[src/rtl/l1_line_ctrl.sv]
// Sequencing controller for a bank of single-line L1 units: fully-associative,
// write-through, no-write-allocate, round-robin refill of 8-word lines.
module l1_line_ctrl #(
  parameter int NUM_LINES = 4,
  parameter int PTR_W     = 2
) (
  input  logic                    clk,
  input  logic                    reset,
  input  logic                    cpu_rreq,
  input  logic                    cpu_wreq,
  input  logic [31:0]             cpu_addr,
  input  logic [31:0]             cpu_wdata,
  output logic [31:0]             cpu_rdata,
  output logic                    cpu_stall,
  input  logic                    hit_any,
  input  logic [31:0]             hit_rdata,
  output logic [NUM_LINES-1:0]    line_valid,
  output logic [23*NUM_LINES-1:0] line_tag,
  output logic [4*NUM_LINES-1:0]  line_set,
  output logic [31:0]             line_addr,
  output logic                    line_rreq,
  output logic                    line_wreq,
  output logic [31:0]             line_wdata,
  output logic                    mem_rreq,
  output logic                    mem_wreq,
  output logic [31:0]             mem_addr,
  output logic [31:0]             mem_wdata,
  input  logic [31:0]             mem_rdata,
  input  logic                    mem_ack
);

  typedef enum logic [1:0] {IDLE, FILL, WRITE} state_e;

  state_e               state_q, state_d;
  logic [NUM_LINES-1:0] valid_q, valid_d;
  logic [PTR_W-1:0]     ptr_q, ptr_d;
  logic [2:0]           word_cnt_q, word_cnt_d;
  logic [22:0]          tag_q [NUM_LINES];
  logic [3:0]           set_q [NUM_LINES];
  logic                 latch_en;
  logic [31:0]          fill_addr;

  // The victim's own tag/set registers double as the latched miss address.
  assign fill_addr = {tag_q[ptr_q], set_q[ptr_q], word_cnt_q, 2'b00};

  always_ff @(posedge clk) begin
    if (reset) begin
      state_q    <= IDLE;
      valid_q    <= '0;
      ptr_q      <= '0;
      word_cnt_q <= '0;
    end else begin
      state_q    <= state_d;
      valid_q    <= valid_d;
      ptr_q      <= ptr_d;
      word_cnt_q <= word_cnt_d;
    end
  end

  for (genvar gi = 0; gi < NUM_LINES; gi++) begin : g_line
    always_ff @(posedge clk) begin
      if (reset) begin
        tag_q[gi] <= '0;
        set_q[gi] <= '0;
      end else if (latch_en && (ptr_q == PTR_W'(gi))) begin
        tag_q[gi] <= cpu_addr[31:9];
        set_q[gi] <= cpu_addr[8:5];
      end
    end
    assign line_tag[23*gi +: 23] = tag_q[gi];
    assign line_set[4*gi +: 4]   = set_q[gi];
  end

  assign line_valid = valid_q;

  always_comb begin
    state_d    = state_q;
    valid_d    = valid_q;
    ptr_d      = ptr_q;
    word_cnt_d = word_cnt_q;
    latch_en   = 1'b0;
    cpu_rdata  = '0;
    cpu_stall  = 1'b0;
    line_addr  = cpu_addr;
    line_rreq  = 1'b0;
    line_wreq  = 1'b0;
    line_wdata = '0;
    mem_rreq   = 1'b0;
    mem_wreq   = 1'b0;
    mem_addr   = '0;
    mem_wdata  = '0;
    // Outputs stay quiet while reset is held so nothing leaks onto the buses.
    if (!reset) begin
      unique case (state_q)
        IDLE: begin
          line_rreq = cpu_rreq & ~cpu_wreq;
          if (cpu_wreq) begin
            cpu_stall = 1'b1;
            state_d   = WRITE;
          end else if (cpu_rreq) begin
            if (hit_any) begin
              cpu_rdata = hit_rdata;
            end else begin
              cpu_stall        = 1'b1;
              latch_en         = 1'b1;
              valid_d[ptr_q]   = 1'b0;
              word_cnt_d       = '0;
              state_d          = FILL;
            end
          end
        end
        FILL: begin
          cpu_stall = 1'b1;
          mem_rreq  = 1'b1;
          mem_addr  = fill_addr;
          line_addr = fill_addr;
          if (mem_ack) begin
            line_wreq  = 1'b1;
            line_wdata = mem_rdata;
            word_cnt_d = word_cnt_q + 3'd1;
            if (word_cnt_q == 3'd7) begin
              valid_d[ptr_q] = 1'b1;
              ptr_d          = (ptr_q == PTR_W'(NUM_LINES - 1)) ? '0 : ptr_q + 1'b1;
              state_d        = IDLE;
            end
          end
        end
        WRITE: begin
          mem_wreq  = 1'b1;
          mem_addr  = cpu_addr;
          mem_wdata = cpu_wdata;
          cpu_stall = 1'b1;
          if (mem_ack) begin
            cpu_stall  = 1'b0;
            line_wreq  = 1'b1;
            line_wdata = cpu_wdata;
            state_d    = IDLE;
          end
        end
        default: state_d = IDLE;
      endcase
    end
  end

endmodule
[config.mk]
export PLATFORM = sky130hd
export DESIGN_NAME = l1_line_ctrl
export DESIGN_NICKNAME = d
export VERILOG_FILES = /design/src/rtl/l1_line_ctrl.sv
export SDC_FILE = /design/constraint.sdc
export NUM_CORES = 1
export LEC_CHECK = 0
export ABC_AREA = 1
export BUFFER_PORTS_ARGS = -buffer_cell sky130_fd_sc_hd__buf_4
export CAP_MARGIN = 30
export CORE_AREA = 2 2 160 162
export CTS_BUF_LIST = sky130_fd_sc_hd__clkbuf_8
export DETAILED_ROUTE_END_ITERATION = 6
export DIE_AREA = 0 0 162 164
export PLACE_DENSITY = 0.65
export SYNTH_ARGS = -nofsm -noshare
export SYNTH_HDL_FRONTEND = slang
export SYNTH_SLANG_ARGS = --single-unit
[constraint.sdc]
create_clock -name clk -period 3 [get_ports clk]
set_input_delay 0.45 -clock clk [delete_from_list [all_inputs] [get_ports clk]]
set_output_delay 0.45 -clock clk [all_outputs]
set_load 0.005 [all_outputs]
Word level (Yosys, flattened, before mapping)
Memories as Yosys holds them, arrays and structs flattened. A register that Yosys moved wholly into a read port is not among the register bits.
Index checks and enable logic that the tools add are counted.
Operators by class
  add/sub/neg operators: 2
  $lt $le $gt $ge: 2
  eq/ne operators: 14
  muxes and demuxes: 80
  bitwise logic cells: 13
  reductions and logical operators: 13
Operators with widths (number)
  $mux W32: 13
  $pmux W32 S2: 2
  $mux W23: 4
  $mux W4: 9
  $mux W1: 32
  $mux W2: 11
  $mux W3: 4
  $ne A2 B2 Y1 const B: 6
  $reduce_and A5 Y1: 2
  $or A1 B1 Y1: 8
  $pmux W4 S2: 1
  $eq A2 B2 Y1 const B: 3
  $ne A3 B3 Y1 const B: 2
  $pmux W2 S3: 1
  $pmux W3 S2: 1
  $reduce_and A6 Y1: 1
  $logic_and A1 B1 Y1: 5
  $and A4 B4 Y4: 1
  $eq A2 B1 Y1 const B: 2
  $logic_not A2 Y1: 2
  $not A4 Y4: 1
  $or A4 B4 Y4: 1
  $add A3 B1 Y3 const B: 1
  $eq A3 B3 Y1 const B: 1
  10 further kinds: 10
Storage, ports and cells
  register bits: 11
  RAM bits: 108
  input port bits: 134
  logic and storage cells: 130
  memories: 2
Memories
  tag_q: depth 4, width 23, rd ports 5, clocked after Yosys merged registers in 1, wr ports 4, RTL line 38  | logic [22:0] tag_q [NUM_LINES];
  set_q: depth 4, width 4, rd ports 5, clocked after Yosys merged registers in 1, wr ports 4, RTL line 39  | logic [3:0] set_q [NUM_LINES];

Longest topological paths before layout
  depth after elaboration: 10
  gate-level depth with buffers: 10
  mapped depth without buffers: 10

Worst setup path after synthesis
OpenSTA, ideal clock, no wires.
  kind: flip-flop to flip-flop
  from: reg state_q[0]
  to: mem set_q[0][0] (enable)
  arrival time: 1979 ps
  setup slack: 637 ps
  cell stages (with the launch flop): 8
  path buffers: 1
  period minus slack after synthesis: 2363 ps
  cell sequence: dfxtp_1 > inv_1 > ha_1 > nand2_1 > nor4_4 > nand2_2 > buf_6 > nand2_1
RTL lines
  start: declaration: RTL line 34  | state_e state_q, state_d;
  start signal: assignment: RTL line 53  | state_q <= state_d;
  end: declaration: RTL line 39

Final worst setup path
  from: reg state_q[0]
  to: out cpu_stall
On the way
  word-level cells in the longest chain between the ends: 3
Ends and longest elaborated chain
  $eq A2 B2 Y1, or another cell as far along: RTL line 94  | unique case (state_q)
  $pmux W1 S3 *: RTL line 94
  $mux W1 *: RTL line 93  | if (!reset) begin
  end: declaration: RTL line 14  | output logic cpu_stall,
Mark *: on every way between the ends. The rest lies on a longest branch, timed or not.

==> results.md <==
* Status: finished clean
* VDD IR max at 0.2571 mV
* Detailed-router iteration count before antenna repair at 6
* Crit path DAT at 2320 ps
* Routed via count at 8076
* CTS Buf Count at 17
* Crit-path max FO at 32
* Cell accounting for the most synthesized area: edfxtp_1
* Crit Path Class: flop to output pin
* Core Area at 0.02482 mm2
* Port bufs at 410
* Post-synth ARST share at 0%
* Synth Register Bits at 121
* Count leader, synth: nand2_1
* Critical Path Sink Type: output pin
* Netlist Area Pre-Place at 0.007352 mm2
* Post-synth EDFFs at around 110
* Clock Path Buffers at 2
* Clock group share of total power at 26.1%
* Most Frequent Cell on Critical Path: buf_4
* Peak Freq at 0.3611 GHz
* Antenna diodes at 0
* Initial DRC Count at roughly 600
* RSZ-0062 raised after global routing: false
* First-pass GRT wire length at 44960 um
* Slowest Stage Delay on Critical Path at 450 ps
* Sink Count at around 120
* IO Pins at around 400
* Worst-path cell chain: inv_1 -> ha_2 -> buf_4 -> a21oi_1 -> a211oi_1 -> buf_4
* Slew Limit Fails at 0
* HP Start: cpu_wreq
* FF/Latch Area at roughly 0.0035 mm2
* Routed WL at 30980 um
* Flop pwr share at between 30% and 40%
* Synthesis-to-layout area growth at 51.53%
* WL/cell at approximately 18 um
* Top Layer Used: met4
* Post-Syn Instances at 1010
* Pre-CTS setup slack at 659.6 ps
* Starting density of the core at 29.62%
* Sw Ratio at a little under two fifths
* Clk_skew at 13.60 ps
* Worst skew pair latency at 430 ps
* Final nets at 1548
* Int Pwr at between 3 and 4 mW
* Combined area of the multi-input logic cells at 0.002997 mm2
* Commonest cells in the netlist: nand2_1, nor2_1, inv_1
* Leak at between 5 and 6 nW
* Syn. warnings at 0
* R2R Path Start: state_q[1]$_SDFFE_PP0P_
* Area contributors post-synth: edfxtp_1, nand2_1, nor2_1
* Tightest Pin Transition at between 700 and 800 ps
* Die Span X at 162 um
* Clk pin slew, worst setup/hold paths at about 80 ps
* # Max-Cap Violations at 0
* Wire length on met1 at about 12000 um
* Setup slack after layout at ~230 ps
* CTS H-Tree Depth at 4
* Routability cong. at ~0.96
* WL met3 at 2518 um
* Post-synth top area share at 44.11%
* Dominant synthesized flop cell: edfxtp_1
* Mapped Avg Cell Area at 7.279 um2
* Layout cells sized above 1 at 33.92%
* Full die area at 0.02657 mm2
* CTS root buf: clkbuf_8
* Row count at 58
* Final setup vio count at 0
* Met2 WL at 15640 um
* Hold Fails Final Rpt at 0
* Crit path buffers/inverters at 3
* Post-synth cell types at 22
* CP startpoint kind: flop
* Largest net degree at the start of global routing at 64
* Initial antenna violation count at 0
* Total track usage at 22.58%
* CTS Hold Bufs at 0
* Post-Syn Nets at 1156
* Slew HR at around 47%
* Post-layout min period at around 2800 ps
* Detail Route Antenna Nets at 0
* Sequential fraction of the synthesis area at between 40% and 50%
* Comb pwr share at 36.7%
* Number of global-route vias before repair at 7834
* CP top delay family: buffers and inverters
* Hold Crit Class: input port to flop
* WP data required at 2550 ps
* Setup crit start: state_q[0]$_SDFFE_PP0P_
* CTS tree: built
* Slowest stage cell, crit path: buf_4
* Setup TNS at 0 ps
* Die extent in y at 164 um
* FILL cells at 2538
* Reg2reg setup slack at 810 ps
* Via/cell ratio at between 4 and 5
* # DRC at 0
* Dpl hpwl at 22810 um
* Ratio of final minimum period to clock period at 92.30%
* Switching Power at approximately 2.0 mW
* Total congestion overflow at 0
* Cell Pwr Density at ~480 mW/mm2
layout by cell type (no fill, tap or decap):
master / n
a211oi_1: 1
a21oi_1: 40
buf_12: 3
buf_4: 428
bufinv_16: 1
clkbuf_8: 17
clkinv_1: 2
clkinv_2: 3
clkinv_4: 2
clkinvlp_4: 2
dfxtp_1: 12
dfxtp_2: 1
edfxtp_1: 108
ha_1: 10
ha_2: 2
inv_1: 150
inv_2: 2
inv_6: 6
inv_8: 1
nand2_1: 241
nand2_2: 7
nand3_1: 116
nand4_1: 4
nor2_1: 185
nor2_2: 2
nor2_4: 1
nor3_1: 3
nor3_2: 1
nor4_4: 1
o21ai_0: 63
logic make-up after synthesis:
family	Yosys count	synth area share, %
simple gates	561	31.23
buf+inv	212	11.96
flops	121	47.65
compound gates	104	7.114
fa+ha+maj	12	2.042
power by group through the flow:
stage	clock network, mW	registers [mW]	logic, mW
final	1.40	1.99	1.97
after global routing	1.50	2.00	2.18
after CTS	1.42	1.99	1.97
after detailed placement	0	2.03	1.97
after global placement	0	2.03	1.95
after floorplan	0	2.02	0.962
metrics by stage:
stage	utilization [%]	hold slack (ps)	total power [mW]	area, um2	cells
global placement	43.36	497.3	3.984	10760	1713
floorplan	-	481.8	2.985	7352	1010
finish	44.89	281.6	5.360	11140	1745
detailed placement	43.36	507.8	4.000	10760	1713
global route	44.89	284.0	5.683	11140	1745
CTS	44.87	248.7	5.392	11140	1745
registers in the layout, summed over array words and instances (netlist names), named ones only:
| name | flops |
|---|---|
| ptr_q | 2 |
| set_q | 16 |
| state_q | 2 |
| tag_q | 92 |
| word_cnt_q | 3 |
worst min-delay path, cell delays in order:
cell	delay, ps
buf_4	100
a21oi_1	60
nor2_1	80
final cells by class:
type / count / area share [%]
sequential: 121 / 31.46
timing repair buffer: 431 / 29.38
multi-input combinational: 677 / 26.90
inverter: 154 / 5.189
tap: 330 / 3.706
clock buffer: 17 / 2.100
clock inverter: 15 / 1.269
worst paths after layout:
| path | endpoint | cells after the start |
|---|---|---|
| worst max-delay path | cpu_stall | 6 |
| worst min-delay path | state_q[1]$_SDFFE_PP0P_ | 3 |
| worst max register to register | tag_q[2][18]$_SDFFCE_PN0P_ | 7 |
| worst min register to register | flop | 4 |
repair_timing:
item	CTS	global route
endpoints found under the setup margin	0	4
gates resized for setup	0	1
hold endpoints to repair	0	0
setup buffers	0	0
per-layer routing:
metal / track usage [%] / vias up
met1: 25.57 / 3691
met3: 5.530 / 35
met5: 0 / -
met4: 10.98 / 0
met2: 39.90 / 383
li1: - / 3967
No activity file was read; power rests on OpenSTA's default activity.
